[config.mk]
export PLATFORM = sky130hd
export DESIGN_NAME = clk_ratio_monitor
export DESIGN_NICKNAME = d
export VERILOG_FILES = /design/src/rtl/clk_ratio_monitor.sv
export SDC_FILE = /design/constraint.sdc
export NUM_CORES = 1
export LEC_CHECK = 0
export ABC_AREA = 1
export BUFFER_PORTS_ARGS = -buffer_cell sky130_fd_sc_hd__clkbuf_2
export CAP_MARGIN = 15
export CORE_MARGIN = 4
export CORE_UTILIZATION = 35
export CTS_CLUSTER_DIAMETER = 30
export CTS_CLUSTER_SIZE = 14
export DETAILED_ROUTE_END_ITERATION = 8
export GPL_TIMING_DRIVEN = 1
export SLEW_MARGIN = 20
export SYNTH_ARGS = -nofsm -noshare
export SYNTH_HDL_FRONTEND = slang
export SYNTH_SLANG_ARGS = --single-unit
[constraint.sdc]
create_clock -name clk -period 1.7 [get_ports clk]
set_input_delay 0.425 -clock clk [delete_from_list [all_inputs] [get_ports clk]]
set_output_delay 0.425 -clock clk [all_outputs]
set_load 0.02 [all_outputs]
[src/rtl/clk_ratio_monitor.sv]
// rtl/clk_ratio_monitor.sv - period/high-time monitor with lock, mismatch and stall detection
module clk_ratio_monitor #(
  parameter int CNT_W    = 8,
  parameter int LOCK_CNT = 4,
  parameter int TIMEOUT  = 255
) (
  input  logic             clk,
  input  logic             rst,
  input  logic             sig_i,
  output logic [CNT_W-1:0] period_o,
  output logic [CNT_W-1:0] high_o,
  output logic             meas_valid_o,
  output logic             locked_o,
  output logic             mismatch_o,
  output logic             stall_o,
  output logic [7:0]       err_cnt_o
);

  localparam logic [1:0] S_IDLE   = 2'd0;
  localparam logic [1:0] S_ARMED  = 2'd1;
  localparam logic [1:0] S_TRACK  = 2'd2;
  localparam logic [1:0] S_LOCKED = 2'd3;

  localparam logic [CNT_W-1:0] CNT_ONE   = CNT_W'(1);
  localparam logic [CNT_W-1:0] CNT_MAX   = {CNT_W{1'b1}};
  localparam logic [CNT_W-1:0] TIMEOUT_C = CNT_W'(TIMEOUT);
  localparam logic [3:0]       LOCK_C    = 4'(LOCK_CNT);

  logic [1:0]       state;
  logic             sig_q;
  logic [CNT_W-1:0] cnt;
  logic [CNT_W-1:0] hcnt;
  logic [CNT_W-1:0] ref_period;
  logic [CNT_W-1:0] ref_high;
  logic [3:0]       match;

  logic       rise;
  logic       meas;
  logic       same;
  logic       timeout;
  logic [3:0] match_inc;
  logic [7:0] err_inc;

  assign rise      = sig_i & ~sig_q;
  assign meas      = rise && (state != S_IDLE);
  assign same      = (cnt == ref_period) && (hcnt == ref_high);
  assign timeout   = (state != S_IDLE) && (cnt == TIMEOUT_C) && !rise;
  assign match_inc = match + 4'd1;
  assign err_inc   = (err_cnt_o == 8'hFF) ? err_cnt_o : err_cnt_o + 8'd1;
  assign locked_o  = (state == S_LOCKED);

  always_ff @(posedge clk) begin
    if (rst) begin
      state        <= S_IDLE;
      sig_q        <= 1'b0;
      cnt          <= '0;
      hcnt         <= '0;
      ref_period   <= '0;
      ref_high     <= '0;
      match        <= 4'd0;
      period_o     <= '0;
      high_o       <= '0;
      meas_valid_o <= 1'b0;
      mismatch_o   <= 1'b0;
      stall_o      <= 1'b0;
      err_cnt_o    <= 8'd0;
    end else begin
      sig_q        <= sig_i;
      meas_valid_o <= meas;
      mismatch_o   <= 1'b0;
      stall_o      <= 1'b0;

      // A rise in IDLE still starts the count so the first armed period is exact
      if (rise)
        cnt <= CNT_ONE;
      else if (timeout || state == S_IDLE)
        cnt <= '0;
      else
        cnt <= cnt + CNT_ONE;

      if (rise)
        hcnt <= CNT_ONE;
      else if (sig_i && hcnt != CNT_MAX)
        hcnt <= hcnt + CNT_ONE;

      if (meas) begin
        period_o <= cnt;
        high_o   <= hcnt;
      end

      case (state)
        S_IDLE: begin
          if (rise)
            state <= S_ARMED;
        end
        S_ARMED: begin
          if (meas) begin
            ref_period <= cnt;
            ref_high   <= hcnt;
            match      <= 4'd1;
            state      <= (LOCK_CNT == 1) ? S_LOCKED : S_TRACK;
          end
        end
        S_TRACK: begin
          if (meas) begin
            if (same) begin
              match <= match_inc;
              if (match_inc >= LOCK_C)
                state <= S_LOCKED;
            end else begin
              ref_period <= cnt;
              ref_high   <= hcnt;
              match      <= 4'd1;
            end
          end
        end
        default: begin
          if (meas && !same) begin
            mismatch_o <= 1'b1;
            err_cnt_o  <= err_inc;
            ref_period <= cnt;
            ref_high   <= hcnt;
            match      <= 4'd1;
            state      <= S_TRACK;
          end
        end
      endcase

      // Timeout excludes a rise, so it never collides with a measurement above
      if (timeout) begin
        state   <= S_IDLE;
        stall_o <= 1'b1;
        if (state == S_LOCKED)
          err_cnt_o <= err_inc;
      end
    end
  end

endmodule

# --- Word-level counts from Yosys, hierarchy flattened ---
# Cells that the tools add are included.
word_totals:
  register_bits: 66
  latch_bits: 0
  ramBits: 0
  mem_bits_ro: 0
  in_bits: 3
  output_inout_bits: 28
  wordCells: 92
  memories: 0
op_classes:
  n_addsub: 4
  multipliers: 0
  n_div: 0
  n_lt_le_gt_ge: 1
  n_eq_ne: 14
  shift: 0
  n_mux: 33
  n_bitwise: 3
  reduce_logical: 22
op_table:
  columns: ["cell", "n"]
  rows:
  - ["$mux W8", 13]
  - ["$pmux W8 S3", 2]
  - ["$add A8 B1 Y8 const B", 3]
  - ["$eq A8 B8 Y1", 2]
  - ["$eq A8 B8 Y1 const B", 2]
  - ["$mux W4", 4]
  - ["$mux W2", 6]
  - ["$ne A2 B2 Y1 const B", 6]
  - ["$pmux W4 S3", 1]
  - ["$ne A8 B8 Y1 const B", 1]
  - ["$logic_and A1 B1 Y1", 6]
  - ["$mux W1", 6]
  - ["$pmux W2 S3", 1]
  - ["$reduce_and A6 Y1", 1]
  - ["$reduce_or A3 Y1", 2]
  - ["$reduce_and A5 Y1", 1]
  - ["$add A4 B1 Y4 const B", 1]
  - ["$eq A2 B2 Y1 const B", 2]
  - ["$ge A4 B3 Y1 const B", 1]
  - ["$reduce_and A4 Y1", 1]
  - ["$reduce_bool A2 Y1", 2]
  - ["$reduce_bool A4 Y1", 1]
  - ["$reduce_or A2 Y1", 2]
  - ["$reduce_or A4 Y1", 1]
  - ["other kinds (7)", 9]

# --- Longest topological paths before layout ---
# Gate-level depths: netlist (run 1).
logic_depth:
  depth_word: 8
  ltp_mapped: 14
  mapped_depth_nobuf: 13

# --- Least setup slack after synthesis (run 1) ---
# OpenSTA, ideal clock, no wires.
synth_path:
  kind: "reg-to-reg"
  startpoint: "register err_cnt_o[0]"
  endpoint: "register err_cnt_o[1]"
  setup_time_ps: 109
  t_arrival_ps: 1745
  required_ps: 1591
  path_slack_ps: -154
  path_stages_with_launch: 10
  path_buffers: 0
  period_less_slack_ps: 1854
  cell_sequence: "dfxtp_1 > ha_1 > nand3_1 > nor2_1 > nand3_1 > mux2_2 > nor2_1 > nor2_1 > nand2_1 > inv_1"
synth_via:
  elab_chain_cells: 6
  word_cells_on_any_way: 7
  cone_classes: "1 x add/sub; 1 x eq/ne; 5 x mux"
synth_rtl:
  columns: ["item", "line", "rtl"]
  rows:
  - ["start: declaration", "16", "output logic [7:0] err_cnt_o"]
  - ["start signal: assignment", "120", "err_cnt_o <= err_inc;"]
  - ["start signal: assignment", "134", "err_cnt_o <= err_inc;"]
  - ["$add A8 B1 Y8 or $eq A8 B8 Y1 (tied branches)", "49", "assign err_inc = (err_cnt_o == 8'hFF) ? err_cnt_o : err_cnt_o + 8'd1;"]
  - ["$mux W8 *", "49", null]
  - ["$mux W8", "118", "if (meas && !same) begin"]
  - ["$mux W8", "91", "case (state)"]
  - ["$mux W8", "133", "if (state == S_LOCKED)"]
  - ["$mux W8 *", "130", "if (timeout) begin"]
# Mark *: on every way between the ends. The rest lies on a longest branch, timed or not.
# A chain may end at the register's enable or synchronous reset.

# --- Worst setup path in the final report (run 1) ---
layout_path:
  startpoint: "register hcnt[1]"
  endpoint: "register ref_period[0]"
layout_via:
  elab_chain_cells: 6
  word_cells_on_any_way: 7
  cone_classes: "2 x eq/ne; 5 x reduce/logical"
layout_rtl:
  columns: ["item", "line", "rtl"]
  rows:
  - ["start: declaration", "32", "logic [CNT_W-1:0] hcnt;"]
  - ["start signal: assignment", "84", "hcnt <= hcnt + CNT_ONE;"]
  - ["$eq A8 B8 Y1 *", "46", "assign same = (cnt == ref_period) && (hcnt == ref_high);"]
  - ["$logic_and A1 B1 Y1 *", "46", null]
  - ["$logic_not A1 Y1", "118", null]
  - ["$logic_and A1 B1 Y1", "118", null]
  - ["$reduce_bool A3 Y1 (no line)", null, null]
  - ["$reduce_and A5 Y1 (no line) *", null, null]
  - ["end signal: assignment", "98", "ref_period <= cnt;"]
  - ["end signal: assignment", "111", "ref_period <= cnt;"]
  - ["end signal: assignment", "121", "ref_period <= cnt;"]
  - ["end: declaration", "33", "logic [CNT_W-1:0] ref_period;"]
# Marks and branches as above.

==> run_results.csv, run 1 <==
group,metric,value,unit
synth,ys_types,30,
floorplanning,die_h,105,µm
setup_path,crit_family,"simple AND/OR/NAND/NOR gates",
timing,fin_skew,0.0121,ns
pwr,clkPwrFrac,26.4,%
grt,antenna_found_initial,0,
clock_tree,cts.sinks,66,
synth,synth-edff-count,0,
setup_path,cpPeakStageDelay,0.36,ns
clock_tree,cts_tree,"done",
floorplanning,io_pins,31,
grt,grt_max_degree,30,
finish,area_delta_synth_final,37.2,%
synth,synth_compound_area_share,8.89,%
floorplanning,initial_core_util,35.9,%
timing,fin_crit_sh,104,%
timing,maxSlewHeadroom,80.2,%
setup_path,crit_top_cell,"nand2_2",
grt,gr-total-overflow,0,
clock_tree,hold_buffers,0,
drt,wl_per_cell,12.3,µm
pwr,sequentialPowerShare,32.5,%
setup_path,path_class,"reg -> reg",
synth,syn-instance-count,493,
outcome,outcome,"finished with violations",
synth,ys.flop_type,"dfxtp_1",
setup_path,path_cells,"buf_6, nand2_2, nand2_2, nor2_2, nand2_2, nor2_4, nand2_4, nand2_4, nand2_4, nand3_4, buf_12, nand2_2, nand2_1, nor2_1",
timing,fin_ws,-0.0753,ns
synth,async_flop_share,0,%
pwr,swShare,36.4,%
timing,rsz0062_at_grt,"yes",
setup_path,critPathCaptureType,"flop",
timing,finalSetupViolations,17,
drt,ant_nets,0,
setup_path,crit_buf_inv,2,
pwr,p_sw,2.14,mW
synth,synth-xor-area-share,1.85,%
drt,drtIter0Drc,172,
pwr,p_comb_share,41.2,%
pwr,p_per_area,1300,nW/µm²
clock_tree,htree_levels,3,
synth,synth_top_family_by_area,"simple AND/OR/NAND/NOR gates",
outcome,violations,"setup timing",
finish,antenna_cells,0,
pwr,vdd_ir_drop_max,606,µV
placement,io_buffers,30,
floorplanning,design.die.area,11100,µm²
run,drv_cap,0,
synth,synthMuxAreaShare,0.341,%
setup_path,cp.required,1.92,ns
synth,ys_warn_count,0,
drt,vias,3323,
finish,ff_latch_area,1340,µm²
synth,syn_area,3310,µm²
placement,dp_hpwl,5990,µm
clock_tree,path_clk_slew,0.07,ns
setup_path,cp_max_fo,8,
finish,drive_above_1_share,32.2,%
finish,fillCellCount,914,
floorplanning,die_x,105,µm
synth,syn_area_per_cell,6.71,µm²
synth,syn_nets,506,
setup_path,cp_slowest_cell,"dfxtp_4",
clock_tree,cts_buffers,9,
setup_path,worstPathArrival,2.00,ns
clock_tree,clockBufferDepth,2,
timing,post-route-min-period,1.78,ns
placement,pre_cts_slack,-0.0402,ns
drt,via_per_inst,4.68,
finish,multi_input_area,1830,µm²
timing,tightest_slew,0.294,ns
placement,gp_congestion,0.852,
timing,hold_violations,0,
clock_tree,insertion_delay,0.33,ns
setup_path,cp-start-kind,"flop",
hold_path,min_path_type,"in -> reg",
synth,synth-adder-area-share,3.79,%
grt,grt.total_usage,15.3,%
grt,grt_pass1_vias,3159,
finish,finalNetCount,607,
floorplanning,core_area,9200,µm²
drt,drc,0,
pwr,p_int,3.74,mW
grt,grt_pass1_wl,14100,µm
drt,routed_wirelength,8720,µm
pwr,p_leak,2.22,nW
clock_tree,cts_root_buffer,"clkbuf_8",
timing,finalMaxSlewViolations,0,
floorplanning,rows,35,
synth,yosysSeqAreaShare,40.0,%
timing,fmax,563,MHz
timing,hold_slack,0.428,ns
synth,synthSimpleGateAreaFrac,35.7,%
synth,ys_ff_latch,66,
drt,first_pass_iters,4,
## state kept, by name, summed over array words and instances (netlist names)
signal        count
stall_o           1
cnt               8
sig_q             1
state             2
high_o            8
meas_valid_o      1
hcnt              8
match             4
err_cnt_o         8
mismatch_o        1
ref_period        8
period_o          8
ref_high          8
## power by group through the flow
stage / Sequential, mW / Clock (mW) / Combinational [mW]
CTS: 1.90 / 1.59 / 2.03
floorplan: 2.04 / 0 / 1.29
detailed placement: 1.94 / 0 / 1.99
global placement: 1.93 / 0 / 1.95
global route: 1.94 / 1.66 / 2.68
finish: 1.91 / 1.55 / 2.42
## layer usage
layer,up-vias,wire length (µm),global-route usage [%]
met2,39,4200,25.8
met3,12,230,3.27
met4,0,140,4.87
met1,1518,4150,19.4
met5,-,0,0
li1,1754,-,-
## worst reg2reg max path: stages, from the launching register on
cell     delay [ns]
dfxtp_4        0.36
buf_6          0.11
nand2_2        0.06
nand2_2        0.05
nor2_2         0.12
nand2_2        0.08
nor2_4         0.17
nand2_4        0.09
nand2_4        0.09
nand2_4        0.07
nand3_4        0.17
buf_12         0.16
nand2_2        0.05
nand2_1        0.05
nor2_1         0.04
## area by class of cell
type,instances,share of cell area (%)
clock buffer,12,3.64
clock inverter,4,1.60
inverter,64,5.30
multi-input combinational,352,40.2
sequential,66,29.6
tap,111,3.06
timing repair buffer,101,16.5
## cell usage in the layout (no fill, tap or decap), drive strengths merged
| master | netlist | layout |
|---|---|---|
| a21oi | 34 | 34 |
| buf | 6 | 69 |
| bufinv | 0 | 2 |
| clkbuf | 5 | 44 |
| clkinv | 0 | 1 |
| clkinvlp | 0 | 1 |
| dfxtp | 66 | 66 |
| ha | 10 | 10 |
| inv | 64 | 64 |
| mux2 | 1 | 1 |
| nand2 | 148 | 148 |
| nand3 | 27 | 27 |
| nand3b | 2 | 2 |
| nand4 | 8 | 8 |
| nor2 | 78 | 78 |
| nor3 | 7 | 7 |
| nor3b | 1 | 1 |
| nor4 | 3 | 3 |
| o21ai | 24 | 24 |
| or2 | 2 | 2 |
| xnor2 | 3 | 3 |
| xor2 | 4 | 4 |
## Yosys cell counts, types with 3 or more instances
| cell | count | area [µm²] |
|---|---|---|
| ha_1 | 10 | 125 |
| nand4_1 | 8 | 50.1 |
| xnor2_1 | 3 | 26.3 |
| nand2_1 | 145 | 544 |
| xor2_1 | 4 | 35.0 |
| nor2_1 | 75 | 282 |
| nand3_1 | 25 | 125 |
| nand2_4 | 3 | 33.8 |
| nor4_1 | 3 | 18.8 |
| a21oi_1 | 33 | 165 |
| o21ai_0 | 23 | 115 |
| inv_1 | 61 | 229 |
| inv_2 | 3 | 11.3 |
| clkbuf_1 | 5 | 18.8 |
| nor3_1 | 7 | 35.0 |
| dfxtp_1 | 66 | 1320 |
## path summary, 6_finish.rpt
kind	startpoint	endpoint	slack [ns]	cells past startpoint
setup / recovery	hcnt[1]	ref_period[0]	-0.08	14
hold / removal	sig_i	sig_q	0.43	3
setup reg to reg	hcnt[1]	ref_period[0]	-0.08	14
hold reg to reg	period_o[6]	period_o[6]	0.48	2
## repair_timing
item / in CTS / in global routing
pin swaps: 0 / 16
cloned: 0 / 3
endpoints found under the setup margin: 24 / 51
resized for setup: 8 / 56
setup buffers: 0 / 6
## kinds of logic after synthesis
group           count (synthesis)
simple gates                  276
compound gates                 58
fa+ha+maj                      10
xor+xnor                        7
flops                          66
buf+inv                        75
mux                             1
## metrics by stage
step	utilization, %	std cells	instance area [µm²]	power [mW]	setup TNS (ns)
floorplan	-	493	3320	3.33	0
global placement	43.8	685	4030	3.88	-0.330
detailed placement	43.8	685	4030	3.93	-0.532
CTS	46.7	701	4290	5.53	-0.00173
global route	49.3	710	4540	6.28	-3.90
finish	49.3	710	4540	5.88	-1.06
Note: power is estimated with default switching activity, not from simulation.
==> run 2, diff against run 1 <==
--- a/config.mk
+++ b/config.mk
@@ -9,11 +9,12 @@
 export BUFFER_PORTS_ARGS = -buffer_cell sky130_fd_sc_hd__clkbuf_2
 export CAP_MARGIN = 15
 export CORE_MARGIN = 4
-export CORE_UTILIZATION = 35
+export CORE_UTILIZATION = 50
 export CTS_CLUSTER_DIAMETER = 30
 export CTS_CLUSTER_SIZE = 14
 export DETAILED_ROUTE_END_ITERATION = 8
 export GPL_TIMING_DRIVEN = 1
+export PLACE_DENSITY = 0.72
 export SLEW_MARGIN = 20
 export SYNTH_ARGS = -nofsm -noshare
 export SYNTH_HDL_FRONTEND = slang
==> run 2 against run 1 <==
Net effect:
- the run still ends with setup timing left
- cell count decreased by 5.4%
- total power decreased by 3.5%
- clock power decreased by 17%
- core utilization increased by 20 points
- fmax decreased by 1.1%
- sequential cell count unchanged
- routed wire length decreased by 1.7%
- critical path type unchanged
==> run_results.csv, run 2 (synthesized netlist as in run 1, its figures left out) <==
group,metric,value,unit
timing,rsz0062_at_grt,"yes",
hold_path,hold_depth,2,
floorplanning,design.die.area,7980,µm²
hold_path,min_from,"rst",
grt,gr-total-overflow,0,
clock_tree,path_clk_slew,0.07,ns
drt,via_per_inst,4.96,
setup_path,critPathCaptureType,"flop",
run,drv_cap,0,
drt,ant_nets,0,
timing,hold_violations,0,
clock_tree,cts.sinks,66,
timing,setup-tns-final,-0.902,ns
setup_path,rr_startpoint,"state[1]",
clock_tree,cts_root_buffer,"clkbuf_8",
finish,antenna_cells,0,
outcome,violations,"setup timing",
timing,finalMaxSlewViolations,0,
grt,grt_pass1_vias,2945,
setup_path,cp-start-kind,"flop",
grt,antenna_found_initial,0,
clock_tree,cts_buffers,9,
setup_path,cp.required,1.93,ns
clock_tree,htree_levels,3,
finish,drive_above_1_share,32.9,%
finish,multi_input_area,1850,µm²
finish,finalNetCount,604,
setup_path,worstPathArrival,2.03,ns
setup_path,regToRegEndpoint,"ref_high[4]",
timing,fin_crit_sh,106,%
floorplanning,die_x,89.3,µm
timing,tightest_slew,0.306,ns
timing,hold_slack,0.367,ns
clock_tree,clockBufferDepth,2,
timing,maxSlewHeadroom,79.4,%
placement,dp.cells,650,
setup_path,path_class,"reg -> reg",
drt,drc,0,
floorplanning,rows,29,
clock_tree,insertion_delay,0.34,ns
finish,area_delta_synth_final,34.9,%
drt,routed_wirelength,8580,µm
placement,gp_congestion,0.877,
timing,fin_skew,0.00733,ns
finish,final_cell_mix,"125 x nand2_1, 68 x nor2_1, 61 x buf_4, 52 x inv_1, 45 x dfxtp_1",
placement,io_buffers,30,
setup_path,cp_max_fo,6,
floorplanning,initial_core_util,51.8,%
drt,first_pass_iters,4,
grt,grt_pass1_wl,13100,µm
timing,fmax,557,MHz
outcome,outcome,"finished with violations",
drt,wl_per_cell,12.8,µm
finish,fin_cells,672,
grt,grt_max_degree,26,
pwr,vdd_ir_drop_max,793,µV
drt,drtIter0Drc,169,
drt,vias,3334,
pwr,p_per_area,1270,nW/µm²
clock_tree,cts_tree,"done",
floorplanning,core_area,6390,µm²
grt,grt.total_usage,21.1,%
setup_path,r2r.worst_path.cells,11,
finish,ff_latch_area,1350,µm²
floorplanning,die_h,89.3,µm
placement,dp_hpwl,5770,µm
timing,finalSetupViolations,17,
finish,mostFrequentLayoutCell,"nand2_1",
hold_path,worstHoldEndpoint,"hcnt[0]",
timing,post-route-min-period,1.80,ns
hold_path,min_path_type,"in -> reg",
timing,fin_ws,-0.0953,ns
pwr,p_leak,2.21,nW
pwr,power,5.67,mW
floorplanning,io_pins,31,
setup_path,ff2ff_setup_slack,-0.1,ns
finish,fillCellCount,540,
==> run 2: cell count changes in the layout (fill, tap and decap cells not counted), sizes merged <==
cell | previous run | this run
bufinv | 2 | 1
clkinvlp | 1 | 0
clkinv | 1 | 2
buf | 69 | 66
==> run 2: power breakdown <==
part	switching, mW	total, mW	internal (mW)
logic	1.42	2.46	1.05
registers	0.130	1.92	1.79
clock network	0.582	1.29	0.706
==> run 2: how the worst max path moves through the flow <==
stage,from,to,slack (ns)
after floorplan,state[0],ref_period[2],0.008
after global placement,hcnt[3],ref_period[2],-0.02
after detailed placement,hcnt[2],ref_high[6],-0.08
after CTS,hcnt[3],ref_high[5],0.006
after global routing,state[1],ref_high[5],-0.20
final,state[1],ref_high[4],-0.1
==> run 2: through the flow <==
stage                     util, %  setup WS (ns)  instance area [µm²]
after CTS                    65.6        0.00594                 4190
final                        69.8        -0.0953                 4460
after global routing         69.8         -0.196                 4460
after floorplan                 -        0.00754                 3320
after detailed placement     62.3        -0.0793                 3980
after global placement       62.3        -0.0173                 3980
==> run 2: worst max-delay path: stages (launching register included) <==
cell	delay, ns
dfxtp_1	0.35
inv_2	0.06
ha_2	0.19
inv_1	0.10
nand2_2	0.08
o21ai_1	0.08
inv_1	0.08
a21oi_4	0.16
nand3_4	0.18
clkbuf_16	0.21
nor2_1	0.12
nor2_1	0.07
==> run 2: metal layers <==
metal / share of wire (%) / track usage [%] / wire, µm / vias up
li1: - / - / - / 1746
met1: 46 / 27.3 / 3950 / 1524
met2: 49 / 34.8 / 4170 / 55
met3: 3.9 / 5.16 / 334 / 9
met4: 1.4 / 6.50 / 120 / 0
met5: 0 / 0 / 0 / -
==> run 2: final cells by class <==
class	instances	share of cell area (%)
timing repair buffer	98	16.4
tap	77	2.16
clock buffer	12	3.26
clock inverter	3	0.898
inverter	64	5.39
multi-input combinational	352	41.5
sequential	66	30.3
==> run 2: repair_timing <==
item	4_1_cts	5_1_grt
setup endpoints to repair	30	42
hold buffers	0	0
pin swaps	0	20
cloned	0	2
hold endpoints to repair	0	0
resized for setup	9	68
setup buffers	0	5
==> run 3, diff against run 2 <==
--- a/config.mk
+++ b/config.mk
@@ -9,12 +9,11 @@
 export BUFFER_PORTS_ARGS = -buffer_cell sky130_fd_sc_hd__clkbuf_2
 export CAP_MARGIN = 15
 export CORE_MARGIN = 4
-export CORE_UTILIZATION = 50
+export CORE_UTILIZATION = 30
 export CTS_CLUSTER_DIAMETER = 30
 export CTS_CLUSTER_SIZE = 14
 export DETAILED_ROUTE_END_ITERATION = 8
 export GPL_TIMING_DRIVEN = 1
-export PLACE_DENSITY = 0.72
 export SLEW_MARGIN = 20
 export SYNTH_ARGS = -nofsm -noshare
 export SYNTH_HDL_FRONTEND = slang
==> run 3 against run 2 <==
Net effect:
- the flow still finishes with violations (setup timing)
- fmax up 2.2%
- global-route usage down 7.2 points
- sequential share of layout area down 0.33 points
- largest power group unchanged
==> run_results.csv, run 3 (synthesized netlist as in run 1, its figures left out) <==
group,metric,value,unit
grt,grt_max_degree,39,
floorplanning,die_h,113,µm
clock_tree,path_clk_slew,0.08,ns
drt,routed_wirelength,8720,µm
grt,grt_pass1_vias,3166,
clock_tree,clockBufferDepth,2,
setup_path,path_class,"reg -> reg",
clock_tree,cts_buffers,9,
finish,area_delta_synth_final,36.9,%
timing,finalSetupViolations,13,
pwr,p_leak,2.20,nW
timing,tightest_slew,0.328,ns
timing,fmax,569,MHz
placement,io_buffers,30,
setup_path,regToRegEndpoint,"ref_high[5]",
floorplanning,io_pins,31,
timing,post-route-min-period,1.76,ns
run,drv_cap,0,
finish,fin_cells,737,
placement,dp.cells,708,
setup_path,r2r.worst_path.cells,15,
clock_tree,hold_buffers,0,
hold_path,hold_depth,3,
placement,dp_hpwl,5860,µm
setup_path,cp.required,1.95,ns
timing,finalMaxSlewViolations,0,
finish,antenna_cells,0,
pwr,p_per_area,1250,nW/µm²
drt,first_pass_iters,4,
floorplanning,rows,38,
placement,placed_cell_area,4020,µm²
outcome,outcome,"finished with violations",
clock_tree,insertion_delay,0.35,ns
floorplanning,initial_core_util,30.6,%
hold_path,min_path_type,"in -> reg",
setup_path,cp_max_fo,9,
hold_path,worstHoldEndpoint,"sig_q",
finish,drive_above_1_share,32.8,%
timing,setup-tns-final,-0.533,ns
clock_tree,htree_levels,3,
finish,utilization,41.9,%
drt,wl_per_cell,11.8,µm
pwr,power,5.67,mW
finish,finalNetCount,605,
finish,post-route-cell-area,4520,µm²
setup_path,cp-start-kind,"flop",
grt,grt.total_usage,14.0,%
setup_path,critPathCaptureType,"flop",
timing,hold_violations,0,
clock_tree,cts_tree,"done",
placement,pre_cts_slack,-0.0307,ns
timing,fin_skew,0.00992,ns
clock_tree,cts_root_buffer,"clkbuf_8",
floorplanning,core_area,10800,µm²
outcome,violations,"setup timing",
timing,hold_slack,0.424,ns
drt,via_per_inst,4.53,
pwr,vdd_ir_drop_max,483,µV
hold_path,min_from,"sig_i",
grt,gr-total-overflow,0,
clock_tree,cts.sinks,66,
timing,fin_ws,-0.0566,ns
timing,rsz0062_at_grt,"yes",
grt,grt_pass1_wl,14500,µm
floorplanning,die_x,113,µm
setup_path,worstPathArrival,2.01,ns
drt,drtIter0Drc,177,
floorplanning,design.die.area,12800,µm²
setup_path,ff2ff_setup_slack,-0.06,ns
grt,antenna_found_initial,0,
timing,fin_crit_sh,103,%
timing,maxSlewHeadroom,78.1,%
drt,ant_nets,0,
drt,vias,3340,
finish,mostFrequentLayoutCell,"nand2_1",
finish,final_cell_mix,"129 x nand2_1, 64 x nor2_1, 62 x buf_4, 52 x inv_1, 45 x dfxtp_1",
drt,drc,0,
setup_path,rr_startpoint,"hcnt[3]",
placement,gp_congestion,0.811,
## run 3: worst max-delay path by stage
| stage | depth (start not counted) | start | endpoint |
|---|---|---|---|
| floorplan | 11 | state[0] | ref_period[2] |
| global placement | 11 | sig_i | match[0] |
| finish | 15 | hcnt[3] | ref_high[5] |
| detailed placement | 12 | hcnt[2] | ref_high[1] |
| global route | 15 | cnt[1] | ref_period[4] |
| CTS | 11 | state[1] | ref_period[1] |
## run 3: power by group
| group | internal (mW) | leakage [nW] | switching [mW] |
|---|---|---|---|
| logic | 1.02 | 1.56 | 1.41 |
| clock network | 0.680 | 0.0925 | 0.640 |
| registers | 1.79 | 0.548 | 0.128 |
| total | 3.49 | 2.20 | 2.17 |
## run 3: metal layers
metal	wire length, µm	global-route usage [%]	vias up
li1	-	-	1746
met1	3960	17.3	1507
met2	4200	23.0	70
met3	324	3.32	17
met4	238	6.25	0
met5	0	0	-
## run 3: cell type report
cell class / instances / area (µm²)
Clock buffer: 10 / 128
Clock inverter: 6 / 67.6
Fill cell: 1077 / 6270
Inverter: 64 / 240
Multi-Input combinational cell: 352 / 1830
Sequential cell: 66 / 1360
Tap cell: 140 / 175
Timing Repair Buffer: 99 / 724
## run 3: critical path, cell delays in order (launching register included)
cell and delay, ns:
dfxtp_2 0.36, inv_2 0.04, nand2_1 0.04, nand2_1 0.05, nor2_2 0.15, nand2_2 0.10
nor2_4 0.17, nand2_4 0.08, nand2_4 0.09, nand2_4 0.06, nand3_4 0.13, buf_12 0.12
buf_8 0.11, nand2_1 0.05, nand2_1 0.06, nor2_1 0.04
## run 3: timing repair
action,4_1_cts,5_1_grt
pin swaps,3,21
resized for setup,34,44
gates cloned,2,0
endpoints found under the setup margin,23,38
buffers inserted,7,6
